==> src/rtl/wb_stream_fifo.sv <==
// wb_stream_fifo: Wishbone slave queueing host words onto the lifting-datapath stream; ack/err one cycle after acceptance.
// Backpressure: DATA writes stall while full (WB_STREAM_FIFO_OVF_ERR_EN: accepted, dropped, err); i_busy holds o_data.

module sync_fifo #(
   parameter int AW = 4,
   parameter int DW = 32
) (
   input  logic          i_clk,
   input  logic          i_rst,
   input  logic          flush,
   input  logic          wr_vld,
   input  logic [DW-1:0] wr_dat,
   input  logic          rd_rdy,
   output logic          rd_vld,
   output logic [DW-1:0] rd_dat,
   output logic [AW:0]   fill,
   output logic          full,
   output logic          empty
);
   localparam logic [AW:0] DEPTH = {1'b1, {AW{1'b0}}};

   logic [DW-1:0] mem [0:(1<<AW)-1];
   logic [AW-1:0] wr_ptr;
   logic [AW-1:0] rd_ptr;
   logic          do_wr;
   logic          do_rd;

   assign do_wr  = wr_vld && !full;
   assign do_rd  = rd_rdy && !empty;
   assign full   = (fill == DEPTH);
   assign empty  = (fill == '0);
   assign rd_vld = !empty;
   assign rd_dat = mem[rd_ptr];

   always_ff @(posedge i_clk) begin
      if (do_wr) mem[wr_ptr] <= wr_dat;
   end

   // Flush wins over a same-cycle read so the popped word is simply discarded.
   always_ff @(posedge i_clk) begin
      if (i_rst || flush) begin
         wr_ptr <= '0;
         rd_ptr <= '0;
         fill   <= '0;
      end else begin
         if (do_wr) wr_ptr <= wr_ptr + 1'b1;
         if (do_rd) rd_ptr <= rd_ptr + 1'b1;
         case ({do_wr, do_rd})
            2'b10:   fill <= fill + 1'b1;
            2'b01:   fill <= fill - 1'b1;
            default: fill <= fill;
         endcase
      end
   end
endmodule

module wb_stream_fifo #(
   parameter int LGFLEN = 4,
   parameter int DW     = 32
) (
   input  logic          i_clk,
   input  logic          i_rst,
   input  logic          i_wb_cyc,
   input  logic          i_wb_stb,
   input  logic          i_wb_we,
   input  logic [31:0]   i_wb_addr,
   input  logic [DW-1:0] i_wb_data,
   output logic          o_wb_ack,
   output logic          o_wb_stall,
   output logic          o_wb_err,
   output logic [DW-1:0] o_wb_data,
   output logic          o_stb,
   output logic [DW-1:0] o_data,
   input  logic          i_busy,
   output logic          o_int
);
   typedef struct packed {
      logic [15:0] fill;
      logic [12:0] rsvd;
      logic        ovf;
      logic        full;
      logic        empty;
   } status_t;

   localparam logic [1:0] ADDR_DATA   = 2'd0;
   localparam logic [1:0] ADDR_STATUS = 2'd1;
   localparam logic [1:0] ADDR_THRESH = 2'd2;
   localparam logic [1:0] ADDR_RSVD   = 2'd3;

   logic [1:0]      addr;
   logic            unused_addr;
   logic            is_data_wr;
   logic            accept;
   logic            ovf_drop;
   logic            err_req;
   logic            push;
   logic            pop;
   logic            flush;
   logic            status_wr;
   logic [LGFLEN:0] fill;
   logic [LGFLEN:0] thresh;
   logic            full;
   logic            empty;
   logic            ovf;
   logic            rd_vld;
   logic [DW-1:0]   rd_dat;
   status_t         status;

   assign addr        = i_wb_addr[1:0];
   assign unused_addr = ^i_wb_addr[31:2];
   assign is_data_wr  = i_wb_stb && i_wb_we && (addr == ADDR_DATA);

`ifdef WB_STREAM_FIFO_OVF_ERR_EN
   assign o_wb_stall = 1'b0;
   assign ovf_drop   = accept && is_data_wr && full;
`else
   assign o_wb_stall = full && is_data_wr;
   assign ovf_drop   = 1'b0;
`endif

   assign accept    = i_wb_cyc && i_wb_stb && !o_wb_stall;
   assign status_wr = accept && i_wb_we && (addr == ADDR_STATUS);
   assign push      = accept && is_data_wr && !full;
   assign flush     = status_wr && i_wb_data[1];
   assign pop       = o_stb && !i_busy;
   assign o_stb     = rd_vld;
   assign o_data    = o_stb ? rd_dat : '0;

   // DATA reads and the reserved slot answer with err instead of ack.
   always_comb begin
      err_req = 1'b0;
      if (accept) begin
         case (addr)
            ADDR_DATA: err_req = !i_wb_we || ovf_drop;
            ADDR_RSVD: err_req = 1'b1;
            default:   err_req = 1'b0;
         endcase
      end
   end

   always_comb begin
      status       = '0;
      status.fill  = 16'(fill);
      status.ovf   = ovf;
      status.full  = full;
      status.empty = empty;
   end

   sync_fifo #(
      .AW (LGFLEN),
      .DW (DW)
   ) u_fifo (
      .i_clk  (i_clk),
      .i_rst  (i_rst),
      .flush  (flush),
      .wr_vld (push),
      .wr_dat (i_wb_data),
      .rd_rdy (pop),
      .rd_vld (rd_vld),
      .rd_dat (rd_dat),
      .fill   (fill),
      .full   (full),
      .empty  (empty)
   );

   always_ff @(posedge i_clk) begin
      if (i_rst) begin
         o_wb_ack  <= 1'b0;
         o_wb_err  <= 1'b0;
         o_wb_data <= '0;
         o_int     <= 1'b1;
         thresh    <= '0;
      end else begin
         o_wb_ack <= accept && !err_req;
         o_wb_err <= err_req;
         o_int    <= (fill <= thresh);
         if (accept && !i_wb_we) begin
            case (addr)
               ADDR_STATUS: o_wb_data <= status;
               ADDR_THRESH: o_wb_data <= DW'(thresh);
               default:     o_wb_data <= o_wb_data;
            endcase
         end
         if (accept && i_wb_we && (addr == ADDR_THRESH))
            thresh <= i_wb_data[LGFLEN:0];
      end
   end

`ifdef WB_STREAM_FIFO_OVF_ERR_EN
   always_ff @(posedge i_clk) begin
      if (i_rst)                         ovf <= 1'b0;
      else if (ovf_drop)                 ovf <= 1'b1;
      else if (status_wr && i_wb_data[0]) ovf <= 1'b0;
   end
`else
   assign ovf = 1'b0;
`endif
endmodule

==> config.mk <==
export PLATFORM = sky130hd
export DESIGN_NAME = wb_stream_fifo
export DESIGN_NICKNAME = d
export VERILOG_FILES = /design/src/rtl/wb_stream_fifo.sv
export SDC_FILE = /design/constraint.sdc
export NUM_CORES = 1
export LEC_CHECK = 0
export BUFFER_PORTS_ARGS = -buffer_cell sky130_fd_sc_hd__buf_2
export CORE_MARGIN = 2
export CORE_UTILIZATION = 40
export DETAILED_ROUTE_END_ITERATION = 7
export GPL_ROUTABILITY_DRIVEN = 1
export GPL_TIMING_DRIVEN = 0
export SLEW_MARGIN = 15
export SYNTH_ARGS = -nofsm -noshare
export SYNTH_HDL_FRONTEND = slang
export SYNTH_SLANG_ARGS = --single-unit
==> constraint.sdc <==
create_clock -name i_clk -period 6.2 [get_ports i_clk]
set_input_delay 1.24 -clock i_clk [delete_from_list [all_inputs] [get_ports i_clk]]
set_output_delay 1.24 -clock i_clk [all_outputs]
set_load 0.02 [all_outputs]
; ---- After elaboration in Yosys (flattened, before gate mapping)
; Memory sizes are Yosys's and may differ from the RTL's. A register that Yosys moved wholly into a read port is not among the register bits.
; Index checks and enable logic that the tools add are counted.
[totals]
mem_bits_rw = 512
input_bits = 70
ff_bits = 53
rom_bits = 0
mem_count = 1
word_cells = 57
latch_bits = 0
out_inout_bits = 69
[memory_table]
columns = name, words, width, read_ports, rd_clocked_by_memory_dff, wr, line_no
row1 = u_fifo.mem, 16, 32, 1, 1, 1, 22  ; logic [DW-1:0] mem [0:(1<<AW)-1];
[op_classes]
multipliers = 0
n_div = 0
eq_ne = 6
muxes = 9
shifts = 0
n_addsub = 4
n_lt_le_gt_ge = 1
n_reduce_logical = 28
bitwise = 0
[ops]
columns = operator, count
row1 = $pmux 32 s2, 1
row2 = $mux 32, 1
row3 = $logic_and 1x1->1, 16
row4 = $pmux 5 s2, 1
row5 = $add 4x1->4 const B, 2
row6 = $mux 4, 2
row7 = $eq 2x2->1 const B, 3
row8 = $logic_not 1->1, 6
row9 = $add 5x1->5 const B, 1
row10 = $eq 5x5->1 const B, 1
row11 = $le 5x5->1, 1
row12 = $logic_not 5->1, 1
row13 = $sub 5x1->5 const B, 1
row14 = $eq 2x1->1 const B, 2
row15 = $reduce_bool 2->1, 2
row16 = $mux 1, 3
row17 = $logic_not 2->1, 1
row18 = $pmux 1 s2, 1
row19 = $reduce_and 2->1, 1
row20 = $logic_or 1x1->1, 1

; ---- Longest topological paths before layout
; Gate-level depths: netlist (run 1).
[logic_depth]
word_depth = 10
ltp_mapped = 14
ltp_nobuf = 13

; ---- Modules after synthesis
; A second synthesis (run 1) with hierarchy kept.
[hier_totals]
hier_cells = 1009
hier_area_um2 = 21792.2
[by_module_without_submodules]
columns = mod, area_per_inst_um2, instances, seq_area_each_um2, cells_each
row1 = sync_fifo, 20464.6, 1, 15715.1, 840
row2 = wb_stream_fifo, 1327.5, 1, 360.3, 169

; ---- Worst setup path after synthesis (run 1)
; OpenSTA, ideal clock, no wires.
[synth_path]
kind = input to register
start = input i_wb_addr[0]
end = memory u_fifo.mem[0][0] (enable)
setup_time_ps = 501
slack_ps = 558
required_ps = 5699
n_path_buf = 0
arrival_time_ps = 5140
stages = 6
path_cell_list = inv_1 > ha_1 > nand4_1 > a21oi_2 > inv_1 > nor4_1
[synth_between]
elab_chain_len = 10
[synth_rtl]
columns = element, line_no
row1 = from (decl), 66  ; input logic [31:0] i_wb_addr,
row2 = $logic_not 2->1 (*), 111  ; assign is_data_wr = i_wb_stb && i_wb_we && (addr == ADDR_DATA);
row3 = $logic_and 1x1->1 (*), 111
row4 = $logic_and 1x1->1, 117  ; assign o_wb_stall = full && is_data_wr;
row5 = $logic_not 1->1, 121  ; assign accept = i_wb_cyc && i_wb_stb && !o_wb_stall;
row6 = $logic_and 1x1->1, 121
row7 = $logic_and 1x1->1 (*) (2 in series), 123  ; assign push = accept && is_data_wr && !full;
row8 = $logic_and 1x1->1 (*), 28  ; assign do_wr = wr_vld && !full;
row9 = $mux 1 (*), 36  ; if (do_wr) mem[wr_ptr] <= wr_dat;
row10 = $mux 1 (implied by the code) (*), 36
row11 = to (decl), 22
; Mark *: on every way between the ends. The rest lies on a longest branch, timed or not.

==> impl_metrics.env, run 1 <==
export IMPL_outcome="complete, no violations"
export IMPL_final_period_utilization_pct=68.9
export IMPL_htree_levels=2
export IMPL_gr_usage_all_layers_pct=17.0
export IMPL_crit_fanout=10
export IMPL_combPwrFrac_pct=4.8
export IMPL_min_path_type="reg -> reg"
export IMPL_clock_path_buffers=3
export IMPL_wl_um=46500
export IMPL_rsz0062_at_grt="no"
export IMPL_cp_end_kind="output pin"
export IMPL_placed_cells=1893
export IMPL_root_buffer="clkbuf_16"
export IMPL_cts_buffers=56
export IMPL_reg2reg_depth=13
export IMPL_endpoint="o_data[2]"
export IMPL_area_delta_synth_final_pct=18.0
export IMPL_ys_types=45
export IMPL_place_congestion=0.716
export IMPL_peakVddDrop_mv=0.216
export IMPL_vias=10500
export IMPL_mostFrequentLayoutCells="edfxtp_1 (512), mux4_2 (128), buf_2 (123)"
export IMPL_ys_seq_area_share_pct=75.4
export IMPL_final_common_cell="edfxtp_1"
export IMPL_antenna_found_initial=1
export IMPL_fp_dieW_um=235
export IMPL_syn_inst=1027
export IMPL_avgSynthCellArea_um2=20.8
export IMPL_nets=1351
export IMPL_diodes=0
export IMPL_clock_skew_ns=0.00943
export IMPL_fillers=4303
export IMPL_start_kind="register"
export IMPL_grt_pass1_wl_um=70100
export IMPL_intPower_w=0.00596
export IMPL_setup_worst_path_class="reg -> out"
export IMPL_coreArea_um2=52700
export IMPL_grt_pass1_vias=10900
export IMPL_maxCapViolCount=0
export IMPL_r2r_end="u_fifo.fill[4]$_SDFFE_PP0P_"
export IMPL_pwr_share_seq_pct=53.8
export IMPL_switchingPower_w=0.00156
export IMPL_ant_nets=0
export IMPL_path_clk_slew_ns=0.06
export IMPL_multi_input_area_um2=4960
export IMPL_powerDensity_nw_per_um2=299
export IMPL_synthesis_area_um2=21300
export IMPL_grt_max_degree=19
export IMPL_fin_cells=1995
export IMPL_worst_slew_pin_slew_ns=1.02
export IMPL_p_sw_share_pct=20.8
export IMPL_layout_min_cycle_time_ns=4.27
export IMPL_cts_hold_buf=0
export IMPL_timing_hold_ws_ns=0.457
export IMPL_dieArea_um2=55200
export IMPL_post_route_cell_area_um2=25200
export IMPL_setup_viol=0
export IMPL_crit_required_ns=4.96
export IMPL_fmax_mhz=234
export IMPL_firstDrtPassIters=5
export IMPL_cts_sinks=547
export IMPL_worstReg2RegStart="u_fifo.fill[1]$_SDFFE_PP0P_"
export IMPL_slew_violations=0
export IMPL_place_area_um2=23500
export IMPL_drive_gt1_share_pct=33.0
export IMPL_vias_per_cell=5.28
export IMPL_power_leakage_nw=8.13
export IMPL_dp_hpwl_um=31500
export IMPL_ioPinCount=139
export IMPL_postCtsSetupBuffers=0
export IMPL_wl_per_cell_um=23.3
export IMPL_synth_ff_latch_count=547
export IMPL_hold_viol_final=0
export IMPL_grt_remaining_overflow=0
export IMPL_ctsResizeCount=0
export IMPL_setup_reg_to_reg_worst_slack_ns=2.89
export IMPL_power_frac_clock_pct=41.5
export IMPL_ys_flop_type="edfxtp_1"
export IMPL_regArea_um2=16100
export IMPL_drc=0
export IMPL_cts_tree="yes"
export IMPL_synthArstFlopShare_pct=0
export IMPL_slew_headroom_pct=32.1
export IMPL_first_iter_violations=915
export IMPL_synth_edf_count=512
export IMPL_initial_core_util_pct=40.5
export IMPL_clk_latency_ns=0.60
export IMPL_die_h_um=235
export IMPL_rows=84
export IMPL_port_buffers=85
export IMPL_arrival_ns=3.03
export IMPL_ys_warn_count=0
[per-stage QoR]
| stage | TNS, ns | utilization (%) | power, W | worst slack (ns) |
|---|---|---|---|---|
| finish | 0 | 47.8 | 0.00752 | 1.93 |
| global route | 0 | 47.8 | 0.00777 | 1.72 |
| CTS | 0 | 47.8 | 0.00760 | 1.86 |
| detailed placement | 0 | 44.6 | 0.00449 | 1.88 |
| global placement | -822.45 | 43.1 | 0.00448 | -3.50 |
| floorplan | 0 | - | 0.00435 | 0.558 |
[power by group through the flow]
stage,registers (W),logic (W),clock network [W]
5_1_grt,0.00404,0.000393,0.00334
4_1_cts,0.00404,0.000367,0.00319
2_1_floorplan,0.00412,0.000227,0
3_5_place_dp,0.00412,0.000366,0
6_report,0.00404,0.000360,0.00312
3_3_place_gp,0.00412,0.000358,0
[Yosys cell counts, types with 7 or more instances]
master / instances / area (um2)
buf_1: 13 / 48.8
inv_1: 18 / 67.6
ha_1: 18 / 225
clkbuf_1: 12 / 45.0
nor2_1: 31 / 116
nand2_1: 18 / 67.6
xor2_1: 7 / 61.3
mux4_2: 128 / 2880
buf_4: 24 / 180
buf_2: 22 / 110
edfxtp_1: 512 / 15400
a21oi_1: 21 / 105
mux2i_1: 68 / 681
dfxtp_1: 35 / 701
o22ai_1: 32 / 200
nor3_1: 9 / 45.0
[registers in the layout, summed over array words and instances, names as in the netlist, named ones only]
register and flops:
u_fifo.fill 5, o_wb_data 10, u_fifo.wr_ptr 4, thresh 5
u_fifo.mem 512, u_fifo.rd_ptr 4, o_wb_err 1, o_int 1
o_wb_ack 1
[how the worst min path moves through the flow]
stage                     cells past startpoint                  startpoint  slack [ns]                          to
after detailed placement                      2  o_wb_data[16]$_SDFFE_PP0P_        0.44  o_wb_data[16]$_SDFFE_PP0P_
after global placement                        2  o_wb_data[16]$_SDFFE_PP0P_        0.44  o_wb_data[16]$_SDFFE_PP0P_
after CTS                                     2  o_wb_data[16]$_SDFFE_PP0P_        0.46  o_wb_data[16]$_SDFFE_PP0P_
after floorplan                               2      thresh[2]$_SDFFE_PP0P_        0.45   o_wb_data[2]$_SDFFE_PP0P_
after global routing                          2  o_wb_data[18]$_SDFFE_PP0P_        0.47  o_wb_data[18]$_SDFFE_PP0P_
final                                         2  o_wb_data[16]$_SDFFE_PP0P_        0.46  o_wb_data[16]$_SDFFE_PP0P_
[kinds of logic after synthesis]
logic type                 synth area share, %
DFF                                       75.4
and+or+nand+nor                           2.22
other                                   0.0176
buffers and inverters                     2.19
xor gates and xnor gates                 0.370
AOI/OAI and AO/OA                         2.09
muxes                                     16.7
adders and majority gates                 1.06
[layout make-up]
cell class / instances / share of cell area [%]
Inverter: 18 / 0.268
Timing Repair Buffer: 157 / 4.39
Clock buffer: 73 / 6.11
Clock inverter: 29 / 0.641
Multi-Input combinational cell: 410 / 19.7
Tap cell: 688 / 3.42
Sequential cell: 547 / 63.9
Buffer: 73 / 1.59
[per-layer routing]
layer	GRT usage (%)	vias to the layer above	part of all wire [%]
li1	-	4665	-
met1	23.8	5507	44
met2	27.7	305	48
met3	3.63	59	6.1
met4	3.61	0	1.4
met5	0	-	0
[worst max-delay path, stage by stage, from the launching register on]
cell and delay [ns]:
dfxtp_1 0.36, buf_2 0.31, clkbuf_1 0.67, mux4_2 0.39, mux2i_1 0.08, o22ai_1 0.37
buf_2 0.25
(Power assumes the default switching activity.)
==> run 2: changes to the inputs <==
- clock period: 6.2 -> 3.72 ns (I/O delays scaled with it)
==> impl_metrics.env, run 2 (synthesis results as in run 1) <==
export IMPL_outcome="complete, no violations"
export IMPL_power_leakage_nw=8.10
export IMPL_largest_register="u_fifo.mem"
export IMPL_wl_per_cell_um=23.5
export IMPL_drive_gt1_share_pct=33.0
export IMPL_diodes=0
export IMPL_path_clk_slew_ns=0.06
export IMPL_slew_headroom_pct=32.7
export IMPL_reg2reg_depth=13
export IMPL_place_area_um2=23400
export IMPL_reg_top3="u_fifo.mem (512), o_wb_data (10)"
export IMPL_cts_tree="yes"
export IMPL_cp_end_kind="output pin"
export IMPL_min_path_type="reg -> reg"
export IMPL_port_buffers=85
export IMPL_grt_max_degree=19
export IMPL_coreArea_um2=52700
export IMPL_regArea_um2=16100
export IMPL_r2r_end="u_fifo.fill[4]$_SDFFE_PP0P_"
export IMPL_peakVddDrop_mv=0.336
export IMPL_post_route_cell_area_um2=25200
export IMPL_endpoint="o_data[20]"
export IMPL_setup_worst_path_class="reg -> out"
export IMPL_vias=10400
export IMPL_p_total_w=0.0128
export IMPL_rsz0062_at_grt="yes"
export IMPL_htree_levels=2
export IMPL_max_stage_delay_ns=0.61
export IMPL_path_cells="buf_2 -> clkbuf_1 -> mux4_2 -> mux2i_1 -> o22ai_1 -> buf_2"
export IMPL_cts_hold_buf=0
export IMPL_root_buffer="clkbuf_16"
export IMPL_worst_path_buf_inv=3
export IMPL_rows=84
export IMPL_wl_um=46400
export IMPL_antenna_found_initial=1
export IMPL_fmax_mhz=279
export IMPL_gr_usage_all_layers_pct=16.8
export IMPL_grt_pass1_vias=10900
export IMPL_mostFrequentLayoutCells="edfxtp_1 (512), mux4_2 (128), buf_2 (100)"
export IMPL_vias_per_cell=5.28
export IMPL_clk_latency_ns=0.59
export IMPL_crit_cells=6
export IMPL_largest_reg_flops=512
export IMPL_nets=1334
export IMPL_cp_slowest_cell="clkbuf_1"
export IMPL_grt_remaining_overflow=0
export IMPL_ant_nets=0
export IMPL_worst_slew_pin_slew_ns=1.01
export IMPL_area_delta_synth_final_pct=18.2
export IMPL_layout_min_cycle_time_ns=3.58
export IMPL_dieArea_um2=55200
export IMPL_hold_viol_final=0
export IMPL_crit_fanout=10
export IMPL_start_kind="register"
export IMPL_slew_violations=0
export IMPL_maxCapViolCount=0
export IMPL_setup_reg_to_reg_worst_slack_ns=0.26
export IMPL_clock_skew_ns=0.0209
export IMPL_arrival_ns=2.83
export IMPL_grt_pass1_wl_um=69400
export IMPL_first_iter_violations=778
export IMPL_crit_required_ns=2.98
export IMPL_dp_hpwl_um=30800
export IMPL_final_period_utilization_pct=96.2
export IMPL_powerDensity_nw_per_um2=506
export IMPL_setup_viol=0
export IMPL_postCtsSetupBuffers=0
export IMPL_worst_path_most_repeated_cell="buf_2"
export IMPL_cts_buffers=56
export IMPL_place_congestion=0.724
export IMPL_worstReg2RegStart="u_fifo.fill[1]$_SDFFE_PP0P_"
export IMPL_timing_hold_ws_ns=0.460
export IMPL_crit_family="buffers and inverters"
export IMPL_fillers=4346
export IMPL_drc=0
export IMPL_multi_input_area_um2=5000
export IMPL_initial_core_util_pct=40.5
export IMPL_die_h_um=235
export IMPL_cts_sinks=547
export IMPL_fp_dieW_um=235
export IMPL_ioPinCount=139
export IMPL_clock_path_buffers=3
export IMPL_final_common_cell="edfxtp_1"
export IMPL_firstDrtPassIters=5
[run 2: routing by layer]
metal	share of wire (%)	vias up	track usage [%]	wire length (um)
li1	-	4630	-	-
met3	5.7	69	2.73	2650
met5	0	-	0	0
met1	45	5449	23.9	20800
met4	2.0	0	4.79	917
met2	48	295	26.8	22100
[run 2: worst min path at each step]
| stage | from | slack (ns) | cells after the start | to |
|---|---|---|---|---|
| 5_1_grt | o_wb_data[2]$_SDFFE_PP0P_ | 0.47 | 2 | o_wb_data[2]$_SDFFE_PP0P_ |
| 6_report | o_wb_data[17]$_SDFFE_PP0P_ | 0.46 | 2 | o_wb_data[17]$_SDFFE_PP0P_ |
| 3_3_place_gp | o_wb_data[16]$_SDFFE_PP0P_ | 0.44 | 2 | o_wb_data[16]$_SDFFE_PP0P_ |
| 3_5_place_dp | o_wb_data[3]$_SDFFE_PP0P_ | 0.45 | 2 | o_wb_data[3]$_SDFFE_PP0P_ |
| 2_1_floorplan | thresh[2]$_SDFFE_PP0P_ | 0.45 | 2 | o_wb_data[2]$_SDFFE_PP0P_ |
| 4_1_cts | o_wb_data[3]$_SDFFE_PP0P_ | 0.46 | 2 | o_wb_data[3]$_SDFFE_PP0P_ |
[run 2: metrics by stage]
stage                     utilization [%]  setup TNS [ns]  instances  worst slack, ns
after global placement               43.2        -1431.95       1821            -3.77
after detailed placement             44.5          -0.218       1876           -0.218
after CTS                            47.8               0       1979        0.0000389
after floorplan                         -         -147.70       1048           -0.522
after global routing                 47.9         -0.0109       1979         -0.00809
final                                47.9               0       1979            0.141
[run 2: tightest hold or removal path, stage by stage, from the launching register on]
cell	delay, ns
dfxtp_1	0.31
nand2_1	0.05
a21oi_1	0.05
[run 2: cell type report]
| cell class | count | area share [%] |
|---|---|---|
| clock inverter | 27 | 0.893 |
| sequential | 547 | 63.7 |
| inverter | 18 | 0.268 |
| tap | 688 | 3.41 |
| clock buffer | 76 | 6.14 |
| timing repair buffer | 140 | 4.00 |
| multi-input combinational | 410 | 19.8 |
| buffer | 73 | 1.71 |
[run 2: what timing repair did]
action                     in CTS  in global routing
pin swaps                       0                  0
gates resized for setup         4                 17
setup endpoints to repair       6                 24
[run 2: where the power goes]
group / total [W] / switching [W] / leakage, nW / internal [W]
Sequential: 0.00674 / 0.00000734 / 4.88 / 0.00673
Clock: 0.00542 / 0.00225 / 0.876 / 0.00317
Combinational: 0.000606 / 0.000365 / 2.34 / 0.000241
Total: 0.0128 / 0.00262 / 8.10 / 0.0101
